`config.mk`:
```
export PLATFORM = sky130hd
export DESIGN_NAME = uart_rx
export DESIGN_NICKNAME = d
export VERILOG_FILES = /design/src/rtl/uart_pkg.sv /design/src/rtl/uart_rx_sync.sv /design/src/rtl/uart_rx.sv
export SDC_FILE = /design/constraint.sdc
export NUM_CORES = 1
export LEC_CHECK = 0
export CORE_ASPECT_RATIO = 1.25
export CORE_MARGIN = 5
export CORE_UTILIZATION = 58
export CTS_CLUSTER_DIAMETER = 60
export CTS_CLUSTER_SIZE = 25
export DETAILED_ROUTE_END_ITERATION = 6
export GPL_TIMING_DRIVEN = 0
export PLACE_DENSITY_LB_ADDON = 0.15
export RECOVER_POWER = 50
export SKIP_LAST_GASP = 1
export SLEW_MARGIN = 10
export SYNTH_ARGS = -nofsm -noshare
export SYNTH_HDL_FRONTEND = slang
export SYNTH_SLANG_ARGS = --single-unit
```
`constraint.sdc`:
```
create_clock -name clk -period 4.5 [get_ports clk]
set_clock_uncertainty 0.15 [all_clocks]
set_input_delay 0.45 -clock clk [delete_from_list [all_inputs] [get_ports clk]]
set_output_delay 0.45 -clock clk [all_outputs]
set_load 0.01 [all_outputs]
```
`src/rtl/uart_pkg.sv`:
```
// Shared UART definitions: FSM state encodings and frame geometry.
// Used by both uart_rx and uart_tx.
package uart_pkg;

    localparam int UART_DATA_BITS = 8;

    localparam logic [2:0] ST_IDLE   = 3'd0;
    localparam logic [2:0] ST_START  = 3'd1;
    localparam logic [2:0] ST_DATA   = 3'd2;
    localparam logic [2:0] ST_PARITY = 3'd3;
    localparam logic [2:0] ST_STOP   = 3'd4;

    function automatic logic even_par_ok(
        input logic [UART_DATA_BITS-1:0] data,
        input logic                      par
    );
        return ~(^data ^ par);
    endfunction

endpackage

```
`src/rtl/uart_rx_sync.sv`:
```
// Two-flop synchroniser for the serial line plus falling-edge detect.
// All flops reset to 1 (idle line) so reset never fakes a start bit.
module uart_rx_sync (
    input  logic clk,
    input  logic reset_n,
    input  logic rx_in,
    output logic rx_s,
    output logic fall
);

    logic r_meta;
    logic r_sync;
    logic r_sync_d;

    always_ff @(posedge clk or negedge reset_n) begin
        if (!reset_n) begin
            r_meta   <= 1'b1;
            r_sync   <= 1'b1;
            r_sync_d <= 1'b1;
        end else begin
            r_meta   <= rx_in;
            r_sync   <= r_meta;
            r_sync_d <= r_sync;
        end
    end

    assign rx_s = r_sync;
    assign fall = r_sync_d & ~r_sync;

endmodule

```
`src/rtl/uart_rx.sv`:
```
// UART receiver: 8N1 (or 8E1 with UART_RX_PARITY_EN), mid-bit sampling,
// one-entry valid/ready holding register with sticky overrun.
module uart_rx
    import uart_pkg::*;
#(
    parameter int CLKS_PER_BIT = 16
) (
    input  logic                      clk,
    input  logic                      reset_n,
    input  logic                      rx_in,
    output logic [UART_DATA_BITS-1:0] rx_data,
    output logic                      rx_valid,
    input  logic                      rx_ready,
    output logic                      rx_frame_err,
    output logic                      rx_parity_err,
    output logic                      rx_overrun
);

    localparam int CW = $clog2(CLKS_PER_BIT);
    localparam logic [CW-1:0] HALF_M1 = CW'(CLKS_PER_BIT / 2 - 1);
    localparam logic [CW-1:0] FULL_M1 = CW'(CLKS_PER_BIT - 1);
    localparam logic [2:0]    LAST_BIT = 3'(UART_DATA_BITS - 1);

    logic w_rx_s;
    logic w_fall;

    logic [2:0]                r_state;
    logic [CW-1:0]             r_clk_cnt;
    logic [2:0]                r_bit_cnt;
    logic [UART_DATA_BITS-1:0] r_shift;
    logic [UART_DATA_BITS-1:0] r_data;
    logic                      r_valid;
    logic                      r_frame_err;
    logic                      r_overrun;

    logic w_tick_half;
    logic w_tick_full;
    logic w_stop_smp;
    logic w_par_ok;
    logic w_accept;
    logic w_hs;

    uart_rx_sync u_sync (
        .clk     (clk),
        .reset_n (reset_n),
        .rx_in   (rx_in),
        .rx_s    (w_rx_s),
        .fall    (w_fall)
    );

    assign w_tick_half = (r_clk_cnt == HALF_M1);
    assign w_tick_full = (r_clk_cnt == FULL_M1);
    assign w_stop_smp  = (r_state == ST_STOP) && w_tick_full;

`ifdef UART_RX_PARITY_EN
    logic r_par_bit;
    logic r_parity_err;
    localparam logic [2:0] ST_AFTER_DATA = ST_PARITY;

    assign w_par_ok = even_par_ok(r_shift, r_par_bit);
`else
    localparam logic [2:0] ST_AFTER_DATA = ST_STOP;

    assign w_par_ok = 1'b1;
`endif

    always_ff @(posedge clk or negedge reset_n) begin
        if (!reset_n) begin
            r_state   <= ST_IDLE;
            r_clk_cnt <= '0;
            r_bit_cnt <= '0;
            r_shift   <= '0;
        end else begin
            unique case (r_state)
                ST_IDLE: begin
                    if (w_fall) begin
                        r_state   <= ST_START;
                        r_clk_cnt <= '0;
                    end
                end
                ST_START: begin
                    if (w_tick_half) begin
                        r_clk_cnt <= '0;
                        r_bit_cnt <= '0;
                        r_state   <= w_rx_s ? ST_IDLE : ST_DATA;
                    end else begin
                        r_clk_cnt <= r_clk_cnt + 1'b1;
                    end
                end
                ST_DATA: begin
                    if (w_tick_full) begin
                        r_clk_cnt <= '0;
                        r_shift   <= {w_rx_s, r_shift[UART_DATA_BITS-1:1]};
                        r_bit_cnt <= r_bit_cnt + 1'b1;
                        if (r_bit_cnt == LAST_BIT) begin
                            r_state <= ST_AFTER_DATA;
                        end
                    end else begin
                        r_clk_cnt <= r_clk_cnt + 1'b1;
                    end
                end
`ifdef UART_RX_PARITY_EN
                ST_PARITY: begin
                    if (w_tick_full) begin
                        r_clk_cnt <= '0;
                        r_state   <= ST_STOP;
                    end else begin
                        r_clk_cnt <= r_clk_cnt + 1'b1;
                    end
                end
`endif
                ST_STOP: begin
                    if (w_tick_full) begin
                        r_clk_cnt <= '0;
                        r_state   <= ST_IDLE;
                    end else begin
                        r_clk_cnt <= r_clk_cnt + 1'b1;
                    end
                end
                default: begin
                    r_state   <= ST_IDLE;
                    r_clk_cnt <= '0;
                end
            endcase
        end
    end

`ifdef UART_RX_PARITY_EN
    always_ff @(posedge clk or negedge reset_n) begin
        if (!reset_n) begin
            r_par_bit    <= 1'b0;
            r_parity_err <= 1'b0;
        end else begin
            if ((r_state == ST_PARITY) && w_tick_full) begin
                r_par_bit <= w_rx_s;
            end
            r_parity_err <= w_stop_smp & w_rx_s & ~w_par_ok;
        end
    end

    assign rx_parity_err = r_parity_err;
`else
    assign rx_parity_err = 1'b0;
`endif

    assign w_accept = w_stop_smp & w_rx_s & w_par_ok;
    assign w_hs     = r_valid & rx_ready;

    // A completing byte takes priority over the handshake clearing valid.
    always_ff @(posedge clk or negedge reset_n) begin
        if (!reset_n) begin
            r_data      <= '0;
            r_valid     <= 1'b0;
            r_frame_err <= 1'b0;
            r_overrun   <= 1'b0;
        end else begin
            r_frame_err <= w_stop_smp & ~w_rx_s;
            if (w_accept) begin
                r_data  <= r_shift;
                r_valid <= 1'b1;
                if (r_valid && !rx_ready) begin
                    r_overrun <= 1'b1;
                end else if (w_hs) begin
                    r_overrun <= 1'b0;
                end
            end else if (w_hs) begin
                r_valid   <= 1'b0;
                r_overrun <= 1'b0;
            end
        end
    end

    assign rx_data      = r_data;
    assign rx_valid     = r_valid;
    assign rx_frame_err = r_frame_err;
    assign rx_overrun   = r_overrun;

endmodule
```
* Yosys cells after proc, flatten, opt, wreduce, memory -nomap -nowiden
Index checks and enable logic that the tools add are counted.
Storage, ports and cells: flip-flop bits (word level) 32, input port bits 4, output and inout port bits 12, logic and storage cells 58
Operators by class: add/sub/neg operators 2, eq/ne operators 11, muxes and demuxes 19, bitwise operators 5, reduce and logical (&&, ||, !) cells 10
Operator list (count):
- two-way mux 3 bit | 7
- two-way mux 4 bit | 3
- one-hot mux 3 bit (4 select lines) | 1
- one-hot mux 4 bit (3 select lines) | 1
- != test 2 bit (second input constant) | 4
- == test 3 bit (second input constant) | 2
- one-hot mux 3 bit (2 select lines) | 1
- two-way mux 1 bit | 5
- AND reduction 5 bit | 1
- adder 4 x 1 -> 4 bit (second input constant) | 1
- AND 1 bit | 4
- == test 4 x 3 -> 1 bit (second input constant) | 1
- == test 4 bit (second input constant) | 1
- nonzero test 2 bit | 2
- adder 3 x 1 -> 3 bit (second input constant) | 1
- == test 3 x 1 -> 1 bit (second input constant) | 1
- == test 3 x 2 -> 1 bit (second input constant) | 1
- logical NOT 3 bit | 1
- AND reduction 3 bit | 1
- logical AND 1 bit | 2
- two-way mux 2 bit | 1
- != test 2 x 1 -> 1 bit (second input constant) | 1
- AND reduction 2 bit | 1
- OR reduction 2 bit | 1
- other kinds (2) | 2

* Depth between registers and ports, before layout
Gate-level depths: netlist (run 1).
word-level depth 4, depth in mapped cells 6, depth with buffers taken out 5

* Hierarchy
A second synthesis (run 1) with hierarchy kept.
Unflattened totals: cell total of the unflattened synthesis 113, area total of the unflattened synthesis 1397.6 µm²
By module, submodules not included:
- uart_rx | instances 1, cells each 109, area each 1305.0 µm²
- uart_rx_sync | instances 1, cells each 4, area each 92.6 µm²

* Worst setup path before layout (run 1)
Ideal clock, no wire load.
path kind register to register, start point reg r_clk_cnt[0], end point reg r_data[0] (netlist: rx_data[0]), setup time 125 ps, arrival 1563 ps, data required time 4225 ps, slack 2662 ps, cell stages (with the launch flop) 6, period minus slack after synthesis 1838 ps, path through dfrtp_1 > ha_1 > nand2_1 > or4_4 > buf_6 > mux2_4
On the way: longest elaborated chain between the ends 3
RTL lines:
- start, declared | line uart_rx.sv:28 | logic [CW-1:0] r_clk_cnt;
- start signal, assigned | line uart_rx.sv:87 | r_clk_cnt <= r_clk_cnt + 1'b1;
- start signal, assigned | line uart_rx.sv:99 | r_clk_cnt <= r_clk_cnt + 1'b1;
- start signal, assigned | line uart_rx.sv:117 | r_clk_cnt <= r_clk_cnt + 1'b1;
- == test 4 bit | line uart_rx.sv:52 | assign w_tick_full = (r_clk_cnt == FULL_M1);
- logical AND 1 bit | line uart_rx.sv:53 | assign w_stop_smp = (r_state == ST_STOP) && w_tick_full;
- AND 1 bit | line uart_rx.sv:146 | assign w_accept = w_stop_smp & w_rx_s & w_par_ok;
- end signal, assigned | line uart_rx.sv:159 | r_data <= r_shift;
- end, declared | line uart_rx.sv:31 | logic [UART_DATA_BITS-1:0] r_data;
Every way passes these cells. A chain may end at the register's enable or synchronous reset.

* Worst setup path after layout (run 1)
start point reg r_clk_cnt[0], end point reg r_shift[4]
On the way: longest elaborated chain between the ends 2
RTL lines:
- == test 4 bit | line uart_rx.sv:52
- AND reduction 2 bit (no line)
- end signal, assigned | line uart_rx.sv:93 | r_shift <= {w_rx_s, r_shift[UART_DATA_BITS-1:1]};
- end, declared | line uart_rx.sv:30 | logic [UART_DATA_BITS-1:0] r_shift;
Every way passes these cells.

==> qor.yml, run 1 <==
status: "finished with violations"
violations: "max-capacitance violations, max-slew violations"
die_x_um: 54.5
clock_sinks: 32
endpoint_kind: "register"
leakagePower_uw: 0.000828
min_delay_path_depth: 0
diodes: 0
synth_top_area_share_pct: 50.5
grt_max_degree: 33
path_clk_slew_ns: 0.09
dieHeight_um: 65.7
num_vias: 889
gp_congestion: 0.776
ys.flop_type: "dfrtp_1"
fin_nets: 137
start_util_pct: 59.8
ys.warnings.count: 0
ant_nets: 0
fp-row-count: 20
syn_area_per_cell_um2: 13.2
portBuffers: 14
ir_drop_mv: 0.261
rsz0062_at_grt: "no"
hold_ws_ns: 0.215
fin_crit_sh_pct: 45.8
async_reset_ff_share_pct: 100
post-route-util_pct: 70.0
syn_inst: 109
synth-seq-cells: 32
r2r_cells: 6
powerDensity_nw_per_um2: 400
antenna_found_initial: 0
cts-resized-gates: 0
synthTopCellsByCount: "dfrtp_1 (29), mux2_2 (9), mux2_4 (8), nor2_1 (7), nand2_1 (6)"
clk_path_buf_depth: 2
synth_edf_count: 0
critPathMaxStageDelay_ns: 0.41
path_delay_family: "simple AND/OR/NAND/NOR gates"
final_area_um2: 1680
worst-path-max-fanout: 10
coreArea_um2: 2400
drc_errors: 0
overflow: 0
finalHoldViolCount: 0
routed_via_density: 5.42
syn_nets: 116
cp_slowest_cell: "dfrtp_1"
cts-hold-fix-buffers: 0
synth_cell_types: 36
grt_pass1_vias: 907
max_freq_mhz: 485
area.growth.synth_to_final_pct: 17.0
clk_latency_ns: 0.33
cp_num_cells: 6
ys_seq_area_share_pct: 56.0
cts_root_buf: "clkbuf_4"
setup_violations: 0
drt_iter0_markers: 6
h-tree-depth: 2
maxSlewHeadroom_pct: -9.05
grt_usage_pct: 16.0
post-route-min-period_ns: 2.06
yosysTopAreaCell: "dfrtp_1"
tightest_slew_ns: 1.64
dr.pass1.iters: 3
cap_viol_max_count: 1
grt_pass1_wl_um: 3980
worstPathRequired_ns: 4.57
drive_gt1_share_pct: 29.0
synth.most_common_cell: "dfrtp_1"
worst-path-buf-inv: 1
final_cells: 164
cts_tree: "built"
cts_setup_buffers: 0
mappedNetlistArea_um2: 1440
dp_cells: 156
dp_hpwl_um: 1670
routed_wl_um: 2300
crit_chain: "ha_1, and2_0, nand3_1, nor3_1, buf_2, mux2_2"
routedWlPerCell_um: 14.0
hold_path.class: "register to register"
die-area_um2: 3580
slew_violations: 33
arrival_ns: 2.14
place_area_um2: 1610
synth_top_cells_by_area: "dfrtp_1 (50%), mux2_4 (8.4%), mux2_2 (7.0%), dfstp_2 (5.5%), ha_1 (2.6%)"
cts_inserted_buffers: 5
tns_ns: 0
crit_type: "register to register"
io_pins: 16
cp-start-kind: "register"
## cells in the final DEF (no fill, tap or decap), types with 2 or more instances in the layout
master           netlist  routed
nor2_1                 7       7
xor2_1                 2       2
mux2_2                 9       9
nand2_1                6       6
mux2_4                 8       8
dfstp_2                3       2
clkbuf_1               0       2
clkdlybuf4s50_1        0      12
nand3_1                2       2
buf_6                  3       3
o211ai_1               2       2
a22o_1                 4       4
buf_4                  2       2
nor2b_1                2       2
clkbuf_4               0       5
clkbuf_8               0       2
dfrtp_1               29      29
o21ai_0                3       3
ha_1                   3       3
nor3_1                 2       2
inv_1                  3       3
## state kept, by name, indices dropped and copies added, names as in the netlist, named ones only
name,count
rx_data,8
u_sync.r_sync_d,1
u_sync.rx_s,1
r_clk_cnt,4
rx_frame_err,1
r_shift,8
r_state,3
r_bit_cnt,3
u_sync.r_meta,1
rx_valid,1
## cell families after synthesis
kind of cell | after synthesis | share of synthesized area (%)
AO/OA/AOI/OAI | 16 | 8.70
XOR/XNOR | 2 | 1.22
adder cells (fa/ha/maj) | 3 | 2.61
buffers and inverters | 10 | 4.79
flip-flops | 32 | 56.0
multiplexers | 17 | 15.4
other | 1 | 0.261
AND/OR/NAND/NOR | 28 | 11.1
## where the power goes
part	total, uW	switching (uW)	internal [uW]
clock	183	91.0	91.8
sequential	336	22.3	314
combinational	154	79.1	75.0
## metrics by stage
| step | worst slack [ns] | power [uW] |
|---|---|---|
| 2_1_floorplan | 2.66 | 461 |
| 3_3_place_gp | 2.29 | 487 |
| 3_5_place_dp | 2.47 | 497 |
| 4_1_cts | 2.44 | 680 |
| 5_1_grt | 2.27 | 718 |
| 6_report | 2.44 | 673 |
## layout make-up
cell class | instances | area [um^2]
buffer | 7 | 57.6
clock buffer | 8 | 68.8
fill | 186 | 721
inverter | 3 | 11.3
multi-input combinational | 67 | 564
sequential | 32 | 805
tap | 33 | 41.3
timing repair buffer | 14 | 134
## worst paths after layout
check	startpoint	endpoint	slack (ns)
max	r_clk_cnt[0]	r_shift[4]	2.44
min	u_sync.r_meta	u_sync.rx_s	0.21
max reg2reg	r_clk_cnt[0]	r_shift[4]	2.44
min reg2reg	u_sync.r_meta	u_sync.rx_s	0.21
max in group asynchronous	reset_n	r_clk_cnt[1]	2.88
min in group asynchronous	reset_n	r_shift[0]	0.37
## routing by layer
layer | track usage [%] | routed length [um] | up-vias
li1 | - | - | 421
met1 | 17.5 | 989 | 446
met2 | 25.9 | 1160 | 17
met3 | 6.12 | 87 | 5
met4 | 8.41 | 58 | 0
met5 | 0 | 0 | -
## worst register-to-register path, stage by stage, from the launching register on
cell	delay, ns
dfrtp_1	0.41
ha_1	0.21
and2_0	0.21
nand3_1	0.13
nor3_1	0.20
buf_2	0.28
mux2_2	0.36
(Power assumes the default switching activity.)
==> run 2: changes to the inputs <==
--- a/config.mk
+++ b/config.mk
@@ -7,7 +7,7 @@
 export LEC_CHECK = 0
 export CORE_ASPECT_RATIO = 1.25
 export CORE_MARGIN = 5
-export CORE_UTILIZATION = 58
+export CORE_UTILIZATION = 54
 export CTS_CLUSTER_DIAMETER = 60
 export CTS_CLUSTER_SIZE = 25
 export DETAILED_ROUTE_END_ITERATION = 6
==> constraint.sdc (replaced) <==
create_clock -name clk -period 2.1 [get_ports clk]
set_clock_uncertainty 0.15 [all_clocks]
set_input_delay 0.21 -clock clk [delete_from_list [all_inputs] [get_ports clk]]
set_output_delay 0.21 -clock clk [all_outputs]
set_load 0.01 [all_outputs]
==> run 2 against run 1 <==
Net effect:
- the run now ends clean
- sequential cell count unchanged
- fmax up 4.4%
- final cell count up 1.2%
- non-clock buffer count up 1
- critical endpoint is now rx_data[5]
- largest cell class unchanged
==> qor.yml, run 2 (synthesis gave the netlist of run 1 again) <==
drc_errors: 0  # unchanged
fillerInstances: 216  # +16%
rr_endpoint: "rx_data[5]"
crit_type: "register to register"
routed_wl_um: 2310  # +0.57%
post-route-min-period_ns: 1.98  # -0.0860 ns
ant_nets: 0  # unchanged
clk_latency_ns: 0.33  # about the same
hold_ws_ns: 0.214  # -0.000848 ns
seq_area_um2: 805  # unchanged
worstHoldStart: "u_sync.r_meta"
cp-start-kind: "register"
fin_crit_sh_pct: 94.1  # +48 points
routed_via_density: 5.36  # -1.1%
rsz0062_at_grt: "no"
drive_gt1_share_pct: 29.5  # +0.54 points
leakagePower_uw: 0.000831  # +0.40%
hold_path.class: "register to register"
start_util_pct: 54.7  # -5.1 points
portBuffers: 14  # unchanged
cap_viol_max_count: 0  # -1
fin_nets: 138  # +0.73%
finalHoldViolCount: 0  # unchanged
path_delay_family: "simple AND/OR/NAND/NOR gates"
clk_path_buf_depth: 2  # unchanged
r2r-start: "r_clk_cnt[0]"
routedWlPerCell_um: 13.9  # -0.65%
die_x_um: 56.2  # +3.0%
overflow: 0  # unchanged
gp_congestion: 0.783  # +0.85%
cts_root_buf: "clkbuf_4"
final_common_cell: "dfrtp_1"
endpoint_kind: "register"
cts_setup_buffers: 0  # unchanged
antenna_found_initial: 0  # unchanged
area.growth.synth_to_final_pct: 17.7
diodes: 0  # unchanged
num_vias: 890  # +0.11%
hold_end: "u_sync.rx_s"
reg2reg_slack_ns: 0.12  # -2.31 ns
clock_sinks: 32  # unchanged
status: "completed"
r2r_cells: 5  # -1
arrival_ns: 2.05  # -0.09 ns
worst-path-buf-inv: 1  # unchanged
cp_slowest_cell: "or4_4"
io_pins: 16  # unchanged
max_freq_mhz: 506  # +4.4%
h-tree-depth: 2  # unchanged
grt_max_degree: 33  # unchanged
grt_pass1_wl_um: 4060  # +2.1%
post-route-util_pct: 64.4  # -5.6 points
cp_num_cells: 5  # -1
dieHeight_um: 67.7  # +3.1%
worstPathRequired_ns: 2.17  # -2.40 ns
tns_ns: 0  # unchanged
grt_pass1_vias: 888  # -2.1%
slew_violations: 0  # -100%
powerDensity_nw_per_um2: 836  # +110%
multiInputGateArea_um2: 569  # +0.89%
die-area_um2: 3800  # +6.1%
path_clk_slew_ns: 0.09  # about the same
coreArea_um2: 2630  # +9.4%
mostFrequentLayoutCells: "dfrtp_1 (29), clkdlybuf4s50_1 (12), mux2_2 (9)"
dr.pass1.iters: 4  # +1
critPathMaxStageDelay_ns: 0.50  # +0.09 ns
maxSlewHeadroom_pct: 49.3  # +58 points
min_delay_path_depth: 0  # unchanged
ir_drop_mv: 0.585  # +120%
grt_usage_pct: 14.6  # -1.4 points
cts_inserted_buffers: 5  # unchanged
crit_chain: "ha_1, nand2_1, or4_4, buf_6, mux2_4"
cts_tree: "built"
setup_violations: 0  # unchanged
drt_iter0_markers: 23  # +17
fp-row-count: 21  # +5.0%
worst-path-max-fanout: 10  # unchanged
dp_hpwl_um: 1650  # -1.5%
tightest_slew_ns: 0.760  # -0.875 ns
run 2: changes by cell type in the layout (fill, tap and decap cells not counted):
| cell | previous run | this run |
|---|---|---|
| buf_2 | 1 | 0 |
| buf_4 | 2 | 3 |
| clkbuf_2 | 0 | 1 |
| clkbuf_8 | 2 | 1 |
| dlygate4sd3_1 | 1 | 2 |
| nor3_1 | 2 | 1 |
| nor3_2 | 0 | 1 |
run 2: worst max path at each step:
stage / start / endpoint / slack, ns
6_report: r_clk_cnt[0] / rx_data[5] / 0.12
5_1_grt: r_clk_cnt[0] / r_shift[5] / 0.02
4_1_cts: r_clk_cnt[0] / r_shift[1] / 0.004
3_5_place_dp: r_clk_cnt[0] / r_shift[1] / 0.04
3_3_place_gp: r_clk_cnt[0] / r_shift[1] / 0.06
2_1_floorplan: r_clk_cnt[0] / rx_data[0] / 0.26
run 2: repair_timing:
action	CTS	global route
hold buffers	1	0
endpoints found under the hold margin	29	0
setup endpoints to repair	0	7
resized for setup	0	3
run 2: area by class of cell:
type                       count  share of cell area, %
multi-input combinational     67                   33.7
buffer                         7                   3.55
clock buffer                   8                   3.48
timing repair buffer          15                   8.58
tap                           34                   2.51
inverter                       3                  0.666
sequential                    32                   47.6
run 2: power by group:
part	switching, uW	leakage (uW)	total [uW]	internal, uW
Clock	199	0.0000326	364	165
Sequential	47.4	0.000429	720	673
Combinational	168	0.000370	331	163
Total	414	0.000831	1410	1000
run 2: routing by layer:
metal	vias up	GRT usage, %	share of wire (%)
met5	-	0	0
met4	0	10.7	3.2
met3	8	4.02	4.5
met2	16	24.4	50
met1	442	16.0	43
li1	424	-	-
run 2: per-stage QoR:
| stage | power, uW | setup WS [ns] | std cells | area [um^2] |
|---|---|---|---|---|
| 2_1_floorplan | 989 | 0.262 | 109 | 1440 |
| 3_3_place_gp | 1050 | 0.0635 | 157 | 1620 |
| 3_5_place_dp | 1060 | 0.0369 | 157 | 1620 |
| 4_1_cts | 1430 | 0.00405 | 166 | 1680 |
| 5_1_grt | 1500 | 0.0154 | 166 | 1690 |
| 6_report | 1410 | 0.124 | 166 | 1690 |
